[config.mk]
export PLATFORM = sky130hd
export DESIGN_NAME = scr_test_sequencer
export DESIGN_NICKNAME = d
export VERILOG_FILES = /design/src/rtl/scr_test_pkg.sv /design/src/rtl/scr_seq_timer.sv /design/src/rtl/scr_test_sequencer.sv
export SDC_FILE = /design/constraint.sdc
export NUM_CORES = 1
export LEC_CHECK = 0
export ABC_AREA = 1
export CAP_MARGIN = 20
export CORE_UTILIZATION = 50
export DETAILED_ROUTE_END_ITERATION = 8
export HOLD_SLACK_MARGIN = 0.02
export PLACE_DENSITY = 0.72
export SYNTH_ARGS = -nofsm -noshare
export SYNTH_HDL_FRONTEND = slang
export SYNTH_SLANG_ARGS = --single-unit
[constraint.sdc]
create_clock -name i_clk_50m -period 3.35 [get_ports i_clk_50m]
set_input_delay 0.67 -clock i_clk_50m [delete_from_list [all_inputs] [get_ports i_clk_50m]]
set_output_delay 0.67 -clock i_clk_50m [all_outputs]
set_load 0.01 [all_outputs]
[src/rtl/scr_test_pkg.sv]
`default_nettype none
// ============================================================================
// Module : scr_test_pkg
// Desc   : Shared state encoding, fault_code bit map and timer width for the
//          SCR test sequencer.
// Rev    : 1.0
// ============================================================================
package scr_test_pkg;

  localparam int unsigned TMR_W = 21;

  localparam int unsigned FC_FWD_BRK = 3;
  localparam int unsigned FC_NEG_BRK = 2;
  localparam int unsigned FC_FWD_BOD = 1;
  localparam int unsigned FC_NEG_BOD = 0;

  typedef enum logic [3:0] {
    ST_IDLE       = 4'd0,
    ST_SETTLE     = 4'd1,
    ST_FWD_PULSE  = 4'd2,
    ST_FWD_WAIT   = 4'd3,
    ST_FWD_SAMPLE = 4'd4,
    ST_NEG_PULSE  = 4'd5,
    ST_NEG_WAIT   = 4'd6,
    ST_NEG_SAMPLE = 4'd7,
    ST_DONE       = 4'd8
  } seq_state_e;

`ifdef SCR_SEQ_FAULT_ABORT_EN
  function automatic logic [1:0] sat_inc2(input logic [1:0] v);
    return (v == 2'd3) ? v : v + 2'd1;
  endfunction
`endif

endpackage
`default_nettype wire

[src/rtl/scr_seq_timer.sv]
`default_nettype none
// ============================================================================
// Module : scr_seq_timer
// Desc   : Loadable saturating up-counter; tc_hit_o flags count >= tc_i - 1.
// Rev    : 1.0
// ============================================================================
module scr_seq_timer
  import scr_test_pkg::*;
(
  input  logic             clk_i,
  input  logic             rst_i,
  input  logic             load_i,
  input  logic [TMR_W-1:0] tc_i,
  output logic             tc_hit_o
);

  logic [TMR_W-1:0] count_q;

  always_ff @(posedge clk_i or posedge rst_i) begin
    if (rst_i) begin
      count_q <= '0;
    end else if (load_i) begin
      count_q <= '0;
    end else if (count_q != '1) begin
      count_q <= count_q + 1'b1;
    end
  end

  // Written as count+1 >= tc so a zero terminal count cannot underflow.
  assign tc_hit_o = ({1'b0, count_q} + 22'd1) >= {1'b0, tc_i};

endmodule
`default_nettype wire

[src/rtl/scr_test_sequencer.sv]
`default_nettype none
// ============================================================================
// Module : scr_test_sequencer
// Desc   : Trigger/forbid sequencer and sticky fault accumulator for the SCR
//          breakdown/BOD checker. Option macro: SCR_SEQ_FAULT_ABORT_EN.
// Rev    : 1.0
// ============================================================================
module scr_test_sequencer
  import scr_test_pkg::*;
#(
  parameter int unsigned PULSE_WIDTH  = 500,
  parameter int unsigned CYCLE_TIME   = 1000000,
  parameter int unsigned SETTLE_TIME  = 50000
`ifdef SCR_SEQ_FAULT_ABORT_EN
  ,
  parameter int unsigned FAULT_THRESH = 3
`endif
) (
  input  logic        i_clk_50m,
  input  logic        i_rst,
  input  logic        i_start,
  input  logic        i_stop,
  input  logic [15:0] i_cycles,
  input  logic        i_SCR_forward_state,
  input  logic        i_SCR_negative_state,
  input  logic        i_SCR_forward_BOD,
  input  logic        i_SCR_negative_BOD,
  output logic        o_signal_forward,
  output logic        o_signal_negative,
  output logic        o_signal_forbid,
  output logic        o_busy,
  output logic        o_done,
  output logic        o_fault,
  output logic [3:0]  o_fault_code,
  output logic [15:0] o_cycle_cnt
);

  localparam logic [TMR_W-1:0] c_settle_tc = TMR_W'(SETTLE_TIME);
  localparam logic [TMR_W-1:0] c_pulse_tc  = TMR_W'(PULSE_WIDTH);
  // Pulse + wait + one sample clock make pulse starts exactly CYCLE_TIME apart.
  localparam logic [TMR_W-1:0] c_wait_tc   = TMR_W'(CYCLE_TIME - PULSE_WIDTH - 1);

  seq_state_e       state_q, state_d;
  logic [3:0]       code_q, code_d;
  logic [15:0]      cnt_q, cnt_d, cycles_q, cycles_d;
  logic             fwd_q, neg_q, forbid_q, busy_q, done_q, fault_q;
  logic [TMR_W-1:0] w_tc;
  logic             w_tc_hit, w_last_pair;

  assign w_last_pair = ({1'b0, cnt_q} + 17'd1) == {1'b0, cycles_q};

`ifdef SCR_SEQ_FAULT_ABORT_EN
  logic [1:0] ffc_q, ffc_d, nfc_q, nfc_d;
  logic       w_fwd_bad, w_neg_bad, w_fwd_abort, w_neg_abort;

  assign w_fwd_bad   = !i_SCR_negative_state || i_SCR_forward_BOD;
  assign w_neg_bad   = !i_SCR_forward_state  || i_SCR_negative_BOD;
  assign w_fwd_abort = w_fwd_bad && (({30'd0, ffc_q} + 32'd1) >= FAULT_THRESH);
  assign w_neg_abort = w_neg_bad && (({30'd0, nfc_q} + 32'd1) >= FAULT_THRESH);

  always_ff @(posedge i_clk_50m or posedge i_rst) begin
    if (i_rst) begin
      ffc_q <= 2'd0;
      nfc_q <= 2'd0;
    end else begin
      ffc_q <= ffc_d;
      nfc_q <= nfc_d;
    end
  end
`endif

  always_comb begin
    state_d  = state_q;
    code_d   = code_q;
    cnt_d    = cnt_q;
    cycles_d = cycles_q;
    w_tc     = c_pulse_tc;
`ifdef SCR_SEQ_FAULT_ABORT_EN
    ffc_d    = ffc_q;
    nfc_d    = nfc_q;
`endif
    case (state_q)
      ST_IDLE: begin
        if (i_start && !i_stop) begin
          code_d   = '0;
          cnt_d    = '0;
          cycles_d = i_cycles;
`ifdef SCR_SEQ_FAULT_ABORT_EN
          ffc_d    = 2'd0;
          nfc_d    = 2'd0;
`endif
          state_d  = (i_cycles == 16'd0) ? ST_DONE : ST_SETTLE;
        end
      end
      ST_SETTLE: begin
        w_tc = c_settle_tc;
        if (i_stop)        state_d = ST_DONE;
        else if (w_tc_hit) state_d = ST_FWD_PULSE;
      end
      ST_FWD_PULSE: begin
        if (i_stop)        state_d = ST_DONE;
        else if (w_tc_hit) state_d = ST_FWD_WAIT;
      end
      ST_FWD_WAIT: begin
        w_tc = c_wait_tc;
        if (i_stop)        state_d = ST_DONE;
        else if (w_tc_hit) state_d = ST_FWD_SAMPLE;
      end
      ST_FWD_SAMPLE: begin
        if (i_stop) begin
          state_d = ST_DONE;
        end else begin
          code_d[FC_NEG_BRK] = code_q[FC_NEG_BRK] | !i_SCR_negative_state;
          code_d[FC_FWD_BOD] = code_q[FC_FWD_BOD] | i_SCR_forward_BOD;
          state_d            = ST_NEG_PULSE;
`ifdef SCR_SEQ_FAULT_ABORT_EN
          ffc_d = w_fwd_bad ? sat_inc2(ffc_q) : 2'd0;
          if (w_fwd_abort) state_d = ST_DONE;
`endif
        end
      end
      ST_NEG_PULSE: begin
        if (i_stop)        state_d = ST_DONE;
        else if (w_tc_hit) state_d = ST_NEG_WAIT;
      end
      ST_NEG_WAIT: begin
        w_tc = c_wait_tc;
        if (i_stop)        state_d = ST_DONE;
        else if (w_tc_hit) state_d = ST_NEG_SAMPLE;
      end
      ST_NEG_SAMPLE: begin
        if (i_stop) begin
          state_d = ST_DONE;
        end else begin
          code_d[FC_FWD_BRK] = code_q[FC_FWD_BRK] | !i_SCR_forward_state;
          code_d[FC_NEG_BOD] = code_q[FC_NEG_BOD] | i_SCR_negative_BOD;
          cnt_d              = cnt_q + 16'd1;
          state_d            = w_last_pair ? ST_DONE : ST_FWD_PULSE;
`ifdef SCR_SEQ_FAULT_ABORT_EN
          nfc_d = w_neg_bad ? sat_inc2(nfc_q) : 2'd0;
          if (w_neg_abort) state_d = ST_DONE;
`endif
        end
      end
      ST_DONE: state_d = ST_IDLE;
      default: state_d = ST_IDLE;
    endcase
  end

  scr_seq_timer u_timer (
    .clk_i    (i_clk_50m),
    .rst_i    (i_rst),
    .load_i   (state_d != state_q),
    .tc_i     (w_tc),
    .tc_hit_o (w_tc_hit)
  );

  // Outputs decode the next state so they change on the same edge as the FSM.
  always_ff @(posedge i_clk_50m or posedge i_rst) begin
    if (i_rst) begin
      state_q  <= ST_IDLE;
      code_q   <= '0;
      fault_q  <= 1'b0;
      cnt_q    <= '0;
      cycles_q <= '0;
      fwd_q    <= 1'b0;
      neg_q    <= 1'b0;
      forbid_q <= 1'b1;
      busy_q   <= 1'b0;
      done_q   <= 1'b0;
    end else begin
      state_q  <= state_d;
      code_q   <= code_d;
      fault_q  <= |code_d;
      cnt_q    <= cnt_d;
      cycles_q <= cycles_d;
      fwd_q    <= (state_d == ST_FWD_PULSE);
      neg_q    <= (state_d == ST_NEG_PULSE);
      forbid_q <= (state_d == ST_IDLE) || (state_d == ST_DONE);
      busy_q   <= (state_d != ST_IDLE) && (state_d != ST_DONE);
      done_q   <= (state_d == ST_DONE);
    end
  end

  assign o_signal_forward  = fwd_q;
  assign o_signal_negative = neg_q;
  assign o_signal_forbid   = forbid_q;
  assign o_busy            = busy_q;
  assign o_done            = done_q;
  assign o_fault           = fault_q;
  assign o_fault_code      = code_q;
  assign o_cycle_cnt       = cnt_q;

endmodule
`default_nettype wire
==> results.json, run 1 <==
{
  "status": "finished clean",
  "hold_depth": 2,
  "synth_xor_area_share_pct": 4.97,
  "root_buffer": "clkbuf_8",
  "syn_inst": 601,
  "finalHoldViolCount": 0,
  "first_pass_iters": 5,
  "synth_mux_area_share_pct": 0.227,
  "grt_pass1_wl_microns": 17900,
  "min_path_type": "flip-flop to flip-flop",
  "clk_latency_ps": 350,
  "slew_headroom_pct": 56.4,
  "met2_usage_pct": 44.1,
  "fp.dieH_microns": 95.9,
  "p_per_area_nw_per_um2": 377,
  "die-area_sq_um": 9190,
  "cap_violations": 0,
  "ys_seq_area_share_pct": 38.1,
  "grt_max_degree": 40,
  "startpoint_type": "flip-flop",
  "vdd_drop_max_mv": 0.214,
  "grt_use_met3_pct": 3.95,
  "io_pins": 50,
  "hp-start": "cycles_q[0]$_DFFE_PP0P_",
  "placed_cells": 756,
  "cts_buffer_depth": 2,
  "synth_top_area_share_pct": 37.5,
  "syn_to_final_growth_pct": 23.7,
  "viasPerCell": 5.27,
  "worstPathArrival_ps": 3440,
  "ys_warn_count": 0,
  "grt_use_met1_pct": 32.2,
  "wl_per_cell_microns": 14.4,
  "fin_nets": 709,
  "synth-simple-area-share_pct": 38.2,
  "port_buffers": 49,
  "p_sw_share_pct": 28.9,
  "grt_pass1_vias": 3884,
  "critical_path_required_ps": 3620,
  "async_flop_share_pct": 100,
  "intPower_mw": 1.46,
  "post-route-drc-count": 0,
  "postRouteAntennaNets": 0,
  "cts_tree": "yes",
  "numCtsBuffers": 9,
  "core.rowCount": 33,
  "drt_iter0_markers": 179,
  "ys_seq_elements": 67,
  "avgSynthCellArea_sq_um": 7.33,
  "period_needed_ps": 3170,
  "critPathKind": "flip-flop to flip-flop",
  "htree_levels": 3,
  "synth_top_family_by_area": "simple AND/OR/NAND/NOR gates",
  "skew_ps": 11.0,
  "overflow": 0,
  "insertedDiodeCount": 0,
  "synth.area.top_cells": "dfrtp_1 37%, nand2_1 14%, inv_1 6.4%",
  "clkPwrFrac_pct": 37.8,
  "clk_pin_slew_ps": 80,
  "yosysMostFrequentCell": "nand2_1",
  "synth_edf_count": 0,
  "worstSetupEndpointType": "flip-flop",
  "switchingPower_mw": 0.593,
  "synth_compound_area_share_pct": 6.84,
  "grt_use_total_pct": 25.6,
  "grt.busiest_layer": "met2",
  "dp_hpwl_microns": 8330,
  "dp_worst_setup_slack_ps": 80.9,
  "critPathMaxFanout": 5,
  "synthDistinctLibCells": 40,
  "syn-cell-area_sq_um": 4410,
  "fin_ws_ps": 179,
  "layoutNonFillerInstCount": 782,
  "drive_gt1_share_pct": 15.1,
  "p_seq_share_pct": 44.5,
  "rr_worst_depth": 22,
  "worstHoldEndpoint": "cycles_q[0]$_DFFE_PP0P_",
  "synthFlopType": "dfrtp_1",
  "drv_slew": 0,
  "worst_slew_pin_slew_ps": 653,
  "gp_congestion": 0.900,
  "ctsHoldBuffers": 0,
  "antenna_found_initial": 0,
  "routed_wl_microns": 11200,
  "finalSetupTns_ps": 0,
  "final_util_pct": 65.0,
  "rr_startpoint": "u_timer.count_q[7]$_DFFE_PP0P_",
  "rsz0062_at_grt": "false",
  "core_sq_um": 8380,
  "setup_viol": 0,
  "syn_nets": 638,
  "start_util_pct": 52.6,
  "p_comb_share_pct": 17.6,
  "cts_sinks": 67,
  "max_freq_mhz": 315,
  "die_x_microns": 95.9,
  "synth_top_cells_by_count": "164 x nand2_1, 75 x inv_1, 66 x dfrtp_1",
  "synth_fa_ha_area_share_pct": 3.69,
  "yosys.area.top_type": "dfrtp_1",
  "power_leakage_nw": 2.64,
  "rrSetupSlack_ps": 180,
  "finalCritPeriodShare_pct": 94.7,
  "rr_endpoint": "u_timer.count_q[1]$_DFFE_PP0P_",
  "vias": 4123
}
-- how the worst max path moves through the flow --
stage / start / end / slack (ps) / cells after the start
final: u_timer.count_q[7]$_DFFE_PP0P_ / u_timer.count_q[1]$_DFFE_PP0P_ / 180 / 22
after detailed placement: u_timer.count_q[2]$_DFFE_PP0P_ / u_timer.count_q[15]$_DFFE_PP0P_ / 80 / 21
after CTS: u_timer.count_q[2]$_DFFE_PP0P_ / u_timer.count_q[15]$_DFFE_PP0P_ / 60 / 21
after global placement: u_timer.count_q[2]$_DFFE_PP0P_ / u_timer.count_q[2]$_DFFE_PP0P_ / 140 / 18
after global routing: u_timer.count_q[1]$_DFFE_PP0P_ / u_timer.count_q[1]$_DFFE_PP0P_ / 9 / 22
after floorplan: u_timer.count_q[0]$_DFFE_PP0P_ / u_timer.count_q[1]$_DFFE_PP0P_ / 330 / 22
-- logic make-up after synthesis --
family          Yosys count
compound gates           50
xor+xnor                 25
fa+ha+maj                13
buf+inv                  88
flops                    67
mux                       1
simple gates            357
-- worst max-delay path, cell delays in order (launching register included) --
cell and delay [ps]:
dfrtp_1 410, nand2_1 110, nor2_1 160, nand3_1 160, nor2_4 160, nand2_1 130, nor2_1 130, xor2_1 100
ha_1 320, nand2_1 60, nor2_1 120, nand3_2 110, nor2_2 150, nand2_1 130, nand4_1 120, nand2_1 70
inv_2 70, nand2_4 60, nand2_4 50, nand2_2 60, nand2_4 180, nand2_4 120, nor2_2 100
-- state kept, by name, indices dropped and copies added (netlist names) --
register / flops
o_signal_forward: 1
o_signal_negative: 1
o_fault: 1
cycles_q: 16
o_cycle_cnt: 16
o_signal_forbid: 1
state_q: 4
u_timer.count_q: 21
o_done: 1
o_fault_code: 4
o_busy: 1
-- placed cells by master (no fill, tap or decap), drive strengths merged --
cell type,count
nand2,177
o21ai,19
nand3b,2
inv,77
nor3,9
bufinv,2
or4,1
ha,13
or2,6
clkinvlp,1
o41ai,1
nor4,3
o21a,2
o22ai,12
a21oi,10
o32ai,1
clkinv,3
dfrtp,66
mux2i,1
a22o,1
a31oi,1
dfstp,1
nand3,49
nand4,20
nor2,92
buf,19
clkbuf,11
o21bai,3
clkdlybuf4s50,49
xor2,17
xnor2,8
-- stage by stage --
| step | instance area [sq um] | total power [mW] | hold WS [ps] |
|---|---|---|---|
| 2_1_floorplan | 4410 | 1.16 | 455 |
| 3_3_place_gp | 5060 | 1.25 | 480 |
| 3_5_place_dp | 5060 | 1.26 | 479 |
| 4_1_cts | 5290 | 2.03 | 498 |
| 5_1_grt | 5450 | 2.16 | 527 |
| 6_report | 5450 | 2.06 | 496 |
-- routing by layer --
metal	up-vias	wire length [microns]
met5	-	0
met4	0	253
met3	20	375
met2	95	5480
met1	1935	5130
li1	2073	-
-- power groups by stage --
| stage | clock network, mW | logic, mW | registers (mW) |
|---|---|---|---|
| floorplan | 0 | 0.246 | 0.913 |
| global placement | 0 | 0.321 | 0.929 |
| detailed placement | 0 | 0.328 | 0.930 |
| CTS | 0.790 | 0.330 | 0.915 |
| global route | 0.825 | 0.409 | 0.923 |
| finish | 0.777 | 0.362 | 0.915 |
-- cell type report --
type,instances,area (sq um)
clock inverter,5,85.1
fill,746,2930
tap,105,131
timing repair buffer,68,658
sequential,67,1680
inverter,78,293
clock buffer,11,141
multi-input combinational,448,2460
-- timing repair --
item	in CTS	in global routing
setup endpoints to repair	0	24
gates resized for setup	0	14
buffers inserted	0	8
(Power assumes the default switching activity.)
==> inputs of run 2 (changes only) <==
CELL_PAD_IN_SITES_DETAIL_PLACEMENT = 0   (was unset)
CELL_PAD_IN_SITES_GLOBAL_PLACEMENT = 1   (was unset)
CORE_UTILIZATION = 41   (was 50)
PLACE_DENSITY = unset   (was 0.72)
PLACE_DENSITY_LB_ADDON = 0.1   (was unset)
==> run 2 against run 1 <==
Effect of this change:
- cell area decreased by 1.0%
- fmax shrank 0.84%
- power shrank 6.9%
- clock skew increased by 8.0 ps
- core utilization decreased by 13 points
- clock-buffer cell count fell by 2
- worst setup slack worse by 27 ps
- global-route usage shrank 3.7 points
- register-to-register slack got worse by 30 ps
- largest power group unchanged
- highest routed layer unchanged
==> results.json, run 2 (synthesis results as in run 1) <==
{
  "antenna_found_initial": 0,
  "rsz0062_at_grt": "true",
  "root_buffer": "clkbuf_8",
  "fp.dieH_microns": 106,
  "die-area_sq_um": 11200,
  "slew_headroom_pct": 64.6,
  "placed_area_sq_um": 5150,
  "status": "finished clean",
  "min_path_type": "flip-flop to flip-flop",
  "drive_gt1_share_pct": 14.9,
  "fillers": 1063,
  "worst-path-buf-inv": 2,
  "numCtsBuffers": 9,
  "core_sq_um": 10400,
  "drv_slew": 0,
  "cts_buffer_depth": 2,
  "skew_ps": 19.0,
  "io_pins": 50,
  "dp_hpwl_microns": 8850,
  "fin_nets": 708,
  "power_leakage_nw": 2.60,
  "gp_congestion": 0.847,
  "top_register": "u_timer.count_q",
  "insertedDiodeCount": 0,
  "worstSetupEndpointType": "flip-flop",
  "ctsHoldBuffers": 0,
  "dp_worst_setup_slack_ps": 106,
  "grt_max_degree": 68,
  "vdd_drop_max_mv": 0.190,
  "critical_path_required_ps": 3620,
  "vias": 4048,
  "port_buffers": 49,
  "p_per_area_nw_per_um2": 355,
  "first_pass_iters": 4,
  "placed_cells": 792,
  "clk_latency_ps": 350,
  "overflow": 0,
  "final_common_cell": "nand2_1",
  "finalCritPeriodShare_pct": 95.5,
  "post-route-drc-count": 0,
  "cap_violations": 0,
  "largest_reg_flops": 21,
  "grt_pass1_vias": 3919,
  "core.rowCount": 37,
  "layoutNonFillerInstCount": 812,
  "path_cells": "ha_2, nand2_2, nor2_4, nand4_1, nor2_2, nand4_1, xnor2_1, ha_1, nand2_1, nor2_1, nand3_2, nor2_4, nand3_2, nand4_1, nand2_1, inv_2, nand2_4, nand2_4, nand2_2, nand2_2, nand2_4, buf_4, nor2_2",
  "wl_per_cell_microns": 14.0,
  "final_cell_mix": "162 x nand2_1, 74 x inv_1, 66 x dfrtp_1, 59 x nor2_1, 49 x clkdlybuf4s50_1",
  "critPathMaxFanout": 5,
  "worst_slew_pin_slew_ps": 529,
  "final_area_sq_um": 5390,
  "finalHoldViolCount": 0,
  "grt_pass1_wl_microns": 19000,
  "cts_tree": "yes",
  "die_x_microns": 106,
  "routed_wl_microns": 11400,
  "postRouteAntennaNets": 0,
  "total_power_mw": 1.91,
  "cp_slowest_stage_delay_ps": 410,
  "clk_pin_slew_ps": 90,
  "cts_sinks": 67,
  "start_util_pct": 42.5,
  "viasPerCell": 4.99,
  "syn_to_final_growth_pct": 22.4,
  "htree_levels": 3,
  "fin_ws_ps": 152,
  "cp_top_family": "simple AND/OR/NAND/NOR gates",
  "critPathKind": "flip-flop to flip-flop",
  "finalSetupTns_ps": 0,
  "worstPathArrival_ps": 3470,
  "critical-path-slowest-cell": "dfrtp_1",
  "grt_use_total_pct": 21.9,
  "drt_iter0_markers": 153,
  "period_needed_ps": 3200,
  "setup_viol": 0,
  "max_freq_mhz": 313,
  "startpoint_type": "flip-flop"
}
-- run 2: changes by cell type in the layout (fill, tap and decap cells not counted), moves of 2 or more --
cell / previous run / this run
nand2_2: 6 / 9
dfrtp_2: 2 / 0
inv_6: 1 / 5
bufinv_16: 2 / 0
dfrtp_1: 64 / 66
nand2_8: 2 / 0
nand2_1: 164 / 162
-- run 2: tightest hold or removal path: stages, from the launching register on --
cell     delay (ps)
dfrtp_1         360
nand2_1          60
nand2_1          50
-- run 2: final timing paths --
path,from,to,slack (ps),depth (start not counted)
hold reg to reg,cycles_q[8]$_DFFE_PP0P_,cycles_q[8]$_DFFE_PP0P_,500,2
max in group asynchronous,i_rst,o_signal_forbid$_DFF_PP1_,2310,3
hold / removal,cycles_q[8]$_DFFE_PP0P_,cycles_q[8]$_DFFE_PP0P_,500,2
min in group asynchronous,i_rst,u_timer.count_q[14]$_DFFE_PP0P_,710,3
setup / recovery,u_timer.count_q[1]$_DFFE_PP0P_,u_timer.count_q[12]$_DFFE_PP0P_,150,23
setup reg to reg,u_timer.count_q[1]$_DFFE_PP0P_,u_timer.count_q[12]$_DFFE_PP0P_,150,23
-- run 2: through the flow --
stage | utilization (%) | hold WS [ps]
6_report | 52.0 | 498
5_1_grt | 52.0 | 534
4_1_cts | 51.4 | 502
3_5_place_dp | 49.7 | 483
3_3_place_gp | 49.7 | 478
2_1_floorplan | - | 455
-- run 2: layout make-up --
| cell class | instances | area [sq um] | share of cell area, % |
|---|---|---|---|
| multi-input cells | 446 | 2410 | 44.6 |
| flip-flops and latches | 67 | 1680 | 31.1 |
| repair buffers | 69 | 666 | 12.3 |
| inverters | 78 | 293 | 5.43 |
| well taps | 136 | 170 | 3.15 |
| clock buffers | 9 | 124 | 2.30 |
| clock inverters | 7 | 56.3 | 1.04 |
-- run 2: routing by layer --
metal  routed length, microns  track usage, %  share of wire (%)  up-vias
met5                        0               0                  0        -
met4                      225            7.24                2.0        0
met3                      459            4.14                4.0       18
met2                     5020            33.6                 44       86
met1                     5670            31.0                 50     1872
li1                         -               -                  -     2072
-- run 2: where the power goes --
| group | switching (mW) | total (mW) | leakage [nW] | internal (mW) |
|---|---|---|---|---|
| Sequential | 0.0450 | 0.907 | 0.902 | 0.862 |
| Clock | 0.363 | 0.644 | 0.0914 | 0.280 |
| Combinational | 0.202 | 0.362 | 1.61 | 0.161 |
-- run 2: what timing repair did --
action / CTS / global route
setup endpoints to repair: 0 / 23
buffers inserted: 0 / 4
resized for setup: 0 / 9
